[config.mk]
export PLATFORM = sky130hd
export DESIGN_NAME = pc_sequencer
export DESIGN_NICKNAME = d
export VERILOG_FILES = /design/src/rtl/pc_sequencer.sv
export SDC_FILE = /design/constraint.sdc
export NUM_CORES = 1
export LEC_CHECK = 0
export CAP_MARGIN = 30
export CORE_MARGIN = 8
export CORE_UTILIZATION = 46
export CTS_CLUSTER_SIZE = 40
export DETAILED_ROUTE_END_ITERATION = 8
export GPL_ROUTABILITY_DRIVEN = 0
export GPL_TIMING_DRIVEN = 0
export HOLD_SLACK_MARGIN = 0.12
export PLACE_DENSITY_LB_ADDON = 0.1
export SYNTH_ARGS = -nofsm -noshare
export SYNTH_HDL_FRONTEND = slang
export SYNTH_SLANG_ARGS = --single-unit
[constraint.sdc]
create_clock -name clk -period 2.2 [get_ports clk]
set_input_delay 0.33 -clock clk [delete_from_list [all_inputs] [get_ports clk]]
set_output_delay 0.33 -clock clk [all_outputs]
set_load 0.02 [all_outputs]
[src/rtl/pc_sequencer.sv]
// Program-counter sequencer: held PC with stall, conditional/unconditional branch,
// jump-register and a circular return-address stack for call/return.
module pc_sequencer #(
    parameter int            AW        = 32,
    parameter int            RAS_DEPTH = 4,
    parameter logic [AW-1:0] RESET_PC  = '0
) (
    input  logic          clk,
    input  logic          rst_n,
    input  logic          stall,
    input  logic [2:0]    mode,
    input  logic          ps,
    input  logic          z,
    input  logic [AW-1:0] bra,
    input  logic [AW-1:0] raa,
    input  logic          clr_ovf,
    output logic [AW-1:0] pc,
    output logic [AW-1:0] pc_plus1,
    output logic [AW-1:0] next_pc,
    output logic          taken,
    output logic          ras_empty,
    output logic          ras_full,
    output logic          ras_ovf,
    output logic          ras_unf
);
    localparam int PW = (RAS_DEPTH > 1) ? $clog2(RAS_DEPTH) : 1;
    localparam int CW = PW + 1;

    localparam logic [2:0] M_SEQ  = 3'b000;
    localparam logic [2:0] M_COND = 3'b001;
    localparam logic [2:0] M_JR   = 3'b010;
    localparam logic [2:0] M_BR   = 3'b011;
    localparam logic [2:0] M_CALL = 3'b100;
    localparam logic [2:0] M_RET  = 3'b101;

    logic [AW-1:0] pc_q, pc_d;
    logic [PW-1:0] top_q, top_d, top_inc;
    logic [CW-1:0] cnt_q, cnt_d;
    logic          ovf_q, ovf_d;
    logic          unf_q, unf_d;
    logic [AW-1:0] ras_q [RAS_DEPTH];
    logic          push, pop, unf_evt;

    assign pc        = pc_q;
    assign pc_plus1  = pc_q + AW'(1);
    assign ras_empty = (cnt_q == '0);
    assign ras_full  = (cnt_q == CW'(RAS_DEPTH));
    assign ras_ovf   = ovf_q;
    assign ras_unf   = unf_q;
    // Circular pointer: wraps naturally because RAS_DEPTH is a power of two.
    assign top_inc   = top_q + PW'(1);

    always_comb begin
        next_pc = pc_plus1;
        taken   = 1'b0;
        push    = 1'b0;
        pop     = 1'b0;
        unf_evt = 1'b0;
        case (mode)
            M_COND: begin
                if (ps ^ z) begin
                    next_pc = bra;
                    taken   = 1'b1;
                end
            end
            M_JR: begin
                next_pc = raa;
                taken   = 1'b1;
            end
            M_BR: begin
                next_pc = bra;
                taken   = 1'b1;
            end
            M_CALL: begin
                next_pc = bra;
                taken   = 1'b1;
                push    = 1'b1;
            end
            M_RET: begin
                taken = 1'b1;
                if (ras_empty) begin
                    next_pc = raa;
                    unf_evt = 1'b1;
                end else begin
                    next_pc = ras_q[top_q];
                    pop     = 1'b1;
                end
            end
            default: ;
        endcase
    end

    always_comb begin
        pc_d  = pc_q;
        top_d = top_q;
        cnt_d = cnt_q;
        ovf_d = ovf_q;
        unf_d = 1'b0;
        if (!stall) begin
            pc_d  = next_pc;
            unf_d = unf_evt;
            if (clr_ovf) begin
                ovf_d = 1'b0;
            end
            if (push) begin
                top_d = top_inc;
                if (ras_full) begin
                    ovf_d = 1'b1;
                end else begin
                    cnt_d = cnt_q + CW'(1);
                end
            end else if (pop) begin
                top_d = top_q - PW'(1);
                cnt_d = cnt_q - CW'(1);
            end
        end
    end

    always_ff @(posedge clk or negedge rst_n) begin
        if (!rst_n) begin
            pc_q  <= RESET_PC;
            top_q <= '0;
            cnt_q <= '0;
            ovf_q <= 1'b0;
            unf_q <= 1'b0;
        end else begin
            pc_q  <= pc_d;
            top_q <= top_d;
            cnt_q <= cnt_d;
            ovf_q <= ovf_d;
            unf_q <= unf_d;
        end
    end

    // Stack entries carry no reset; validity is tracked entirely by cnt_q.
    always_ff @(posedge clk) begin
        if (!stall && push) begin
            ras_q[top_inc] <= pc_plus1;
        end
    end
endmodule

==> flow_summary.toml <==
[clock_tree]
root_buffer = "clkbuf_16"
path_clk_slew_ps = 70
insertion_delay_ps = 440
cts_buffer_depth = 2
clock-sinks = 167
numCtsBuffers = 17
cts_tree = "done"
htreeDepth = 4

[critical_path]
crit_fanout = 5
end_kind = "output port"
worstPathArrival_ps = 2680
path_class = "reg2out"
worstPathRequired_ps = 1870
cp-start-kind = "flip-flop"

[sta]
tightest_slew_ps = 962
timing.fmax_ghz = 0.332
worst_slack_ps = -815
period_needed_ps = 3010
max_slew_margin = 0.359
whs_ps = 242
hold_viol_final = 0
setup_viol = 116
rsz0062_at_grt = "yes"
slew_violations = 0
worst_clock_skew_ps = 16.2
timing.final.crit_share = 1.37

[cells_and_area]
diodes = 0
nNetsFinal = 1101
stdcell_count = 1260
n_fill_cell = 779
multiInputGateArea_sq_um = 4140
drive_above_1_share = 0.529
syn2layout_area_growth_pct = 76.3
regArea_sq_um = 4850

[yosys]
ys_seq_area_frac = 0.596
syn-num-nets = 674
synth_top_cell_area_share = 0.476
yosys_register_bits = 167
synth_ff_type = "edfxtp_1"
synth-edff-count = 128
synth_commonest_cells = "edfxtp_1, nand2_1, dfrtp_1, mux4_2"
synth_area_leaders = "edfxtp_1, dfrtp_1, mux4_2, a222oi_1, nand2_1"
syn_inst = 595
synth_cell_type_count = 51
yosysMostFrequentCell = "edfxtp_1"
ys_async_sr_fraction = 0.234
synth.avg_cell_area_sq_um = 13.6
syn_area_sq_um = 8080
yosys_warnings = 0
synth_largest_area_cell = "edfxtp_1"

[power]
p_leak_nw = 5.77
vdd_drop_max_v = 0.000780
power_density_nw_per_um2 = 1010
total_power_w = 0.0144

[placement]
portBuffers = 172
dp_hpwl_um = 18400
dpl.cell_count = 994
pre_cts_slack_ps = -1840

[floorplan]
start_util = 0.469
row_count = 48
dieWidth_um = 149
fp.coreArea_sq_um = 17200
io_pins = 174
dieHeight_um = 149
die_area_sq_um = 22100

[grt]
grt_pass1_vias = 7787
grt_max_degree = 36
grt_pass1_wl_um = 45500
antenna_found_initial = 0
grt_overflow = 0
grt_use_total = 0.276

[min_path]
min_path_type = "in2async"

[detailed_routing]
route.vias.total = 7987
dr.pass1.iters = 6
drtAntennaViolNets = 0
drtIter0Drc = 1145
finalWirelength_um = 35500
vias_per_cell = 6.34
drc = 0
wl_per_cell_um = 28.1

[run_status]
violations = "setup timing"
status = "finished, violations left"

[flow_run]
maxCapViolations = 0
## power by group
| group | switching [W] | internal [W] | leakage, nW |
|---|---|---|---|
| sequential | 0.000427 | 0.00387 | 1.62 |
| clock | 0.00135 | 0.00169 | 0.286 |
| combinational | 0.00333 | 0.00376 | 3.87 |
## placed cells by master, fill, tap and decap left out, types with 7 or more instances in the layout
| master | instances |
|---|---|
| buf_4 | 160 |
| edfxtp_1 | 128 |
| buf_6 | 123 |
| clkdlybuf4s50_1 | 100 |
| nand2_1 | 42 |
| mux4_2 | 32 |
| a222oi_1 | 28 |
| dfrtp_2 | 24 |
| a21oi_1 | 23 |
| inv_1 | 22 |
| clkbuf_16 | 19 |
| xnor2_4 | 16 |
| nor2_1 | 15 |
| dfrtp_1 | 15 |
| o21ai_0 | 12 |
| o31a_1 | 12 |
| nand3_4 | 10 |
| clkbuf_8 | 10 |
| buf_12 | 10 |
| xor2_4 | 9 |
| a21bo_4 | 9 |
| o22ai_1 | 9 |
| nand2_2 | 8 |
| buf_8 | 8 |
| nor2_4 | 7 |
| o21ai_1 | 7 |
| clkbuf_1 | 7 |
## worst max-delay path, stage by stage, from the launching register on
cell and delay, ps:
dfrtp_2 400, and4_4 250, nand4_1 220, buf_6 220
nor4_4 280, buf_6 190, nand3_4 120, xnor2_4 200
a21bo_4 230, buf_6 120
## per-layer routing
| metal | up-vias | track usage | wire, um |
|---|---|---|---|
| met3 | 162 | 0.0763 | 3880 |
| met5 | - | 0 | 0 |
| met2 | 652 | 0.453 | 17000 |
| met4 | 0 | 0.133 | 2040 |
| met1 | 3960 | 0.330 | 12600 |
| li1 | 3213 | - | - |
## path summary, 6_finish.rpt
path / end / slack [ps] / start / depth (start not counted)
max reg2reg: pc[28]$_DFFE_PN0N_ / -350 / pc[15]$_DFFE_PN0N_ / 11
max: next_pc[28] / -810 / pc[15]$_DFFE_PN0N_ / 9
min: ras_ovf$_DFFE_PN0N_ / 240 / rst_n / 2
min in group clk: ras_unf$_DFF_PN0_ / 490 / mode[1] / 4
min reg2reg: ras_ovf$_DFFE_PN0N_ / 520 / ras_ovf$_DFFE_PN0N_ / 1
max in group asynchronous: pc[1]$_DFFE_PN0N_ / 1490 / rst_n / 3
## logic make-up after synthesis
kind of cell / synth area share
DFF: 0.596
xor gates and xnor gates: 0.0379
and+or+nand+nor: 0.0897
muxes: 0.102
AOI/OAI and AO/OA: 0.134
adders and majority gates: 0.0102
buffers and inverters: 0.0300
## sequential cells by signal (all words and copies together), names as in the netlist
name / flops
ras_q: 128
pc: 32
cnt_q: 3
top_q: 2
ras_ovf: 1
ras_unf: 1
## per-stage QoR
step / cell area [sq um] / setup TNS, ps / util
6_report: 14200 / -36580 / 0.826
5_1_grt: 14200 / -42950 / 0.826
4_1_cts: 13300 / -31670 / 0.774
3_5_place_dp: 10600 / -184440 / 0.617
3_3_place_gp: 10600 / -230540 / 0.615
2_1_floorplan: 8600 / -4460 / -
## cell type report
cell class | count | share of cell area
Sequential cell | 167 | 0.341
Multi-Input combinational cell | 369 | 0.291
Timing Repair Buffer | 409 | 0.276
Clock buffer | 17 | 0.0299
Buffer | 35 | 0.0259
Tap cell | 225 | 0.0198
Clock inverter | 15 | 0.0113
Inverter | 23 | 0.00606
## timing repair
item                                    in CTS  in global routing
gates resized for setup                    512                165
pin swaps                                   87                 90
hold endpoints to repair                    39                  0
setup buffers                              213                 96
cloned                                       0                  4
hold buffers                                 1                  0
endpoints found under the setup margin     228                237
No activity file was read; power rests on OpenSTA's default activity.
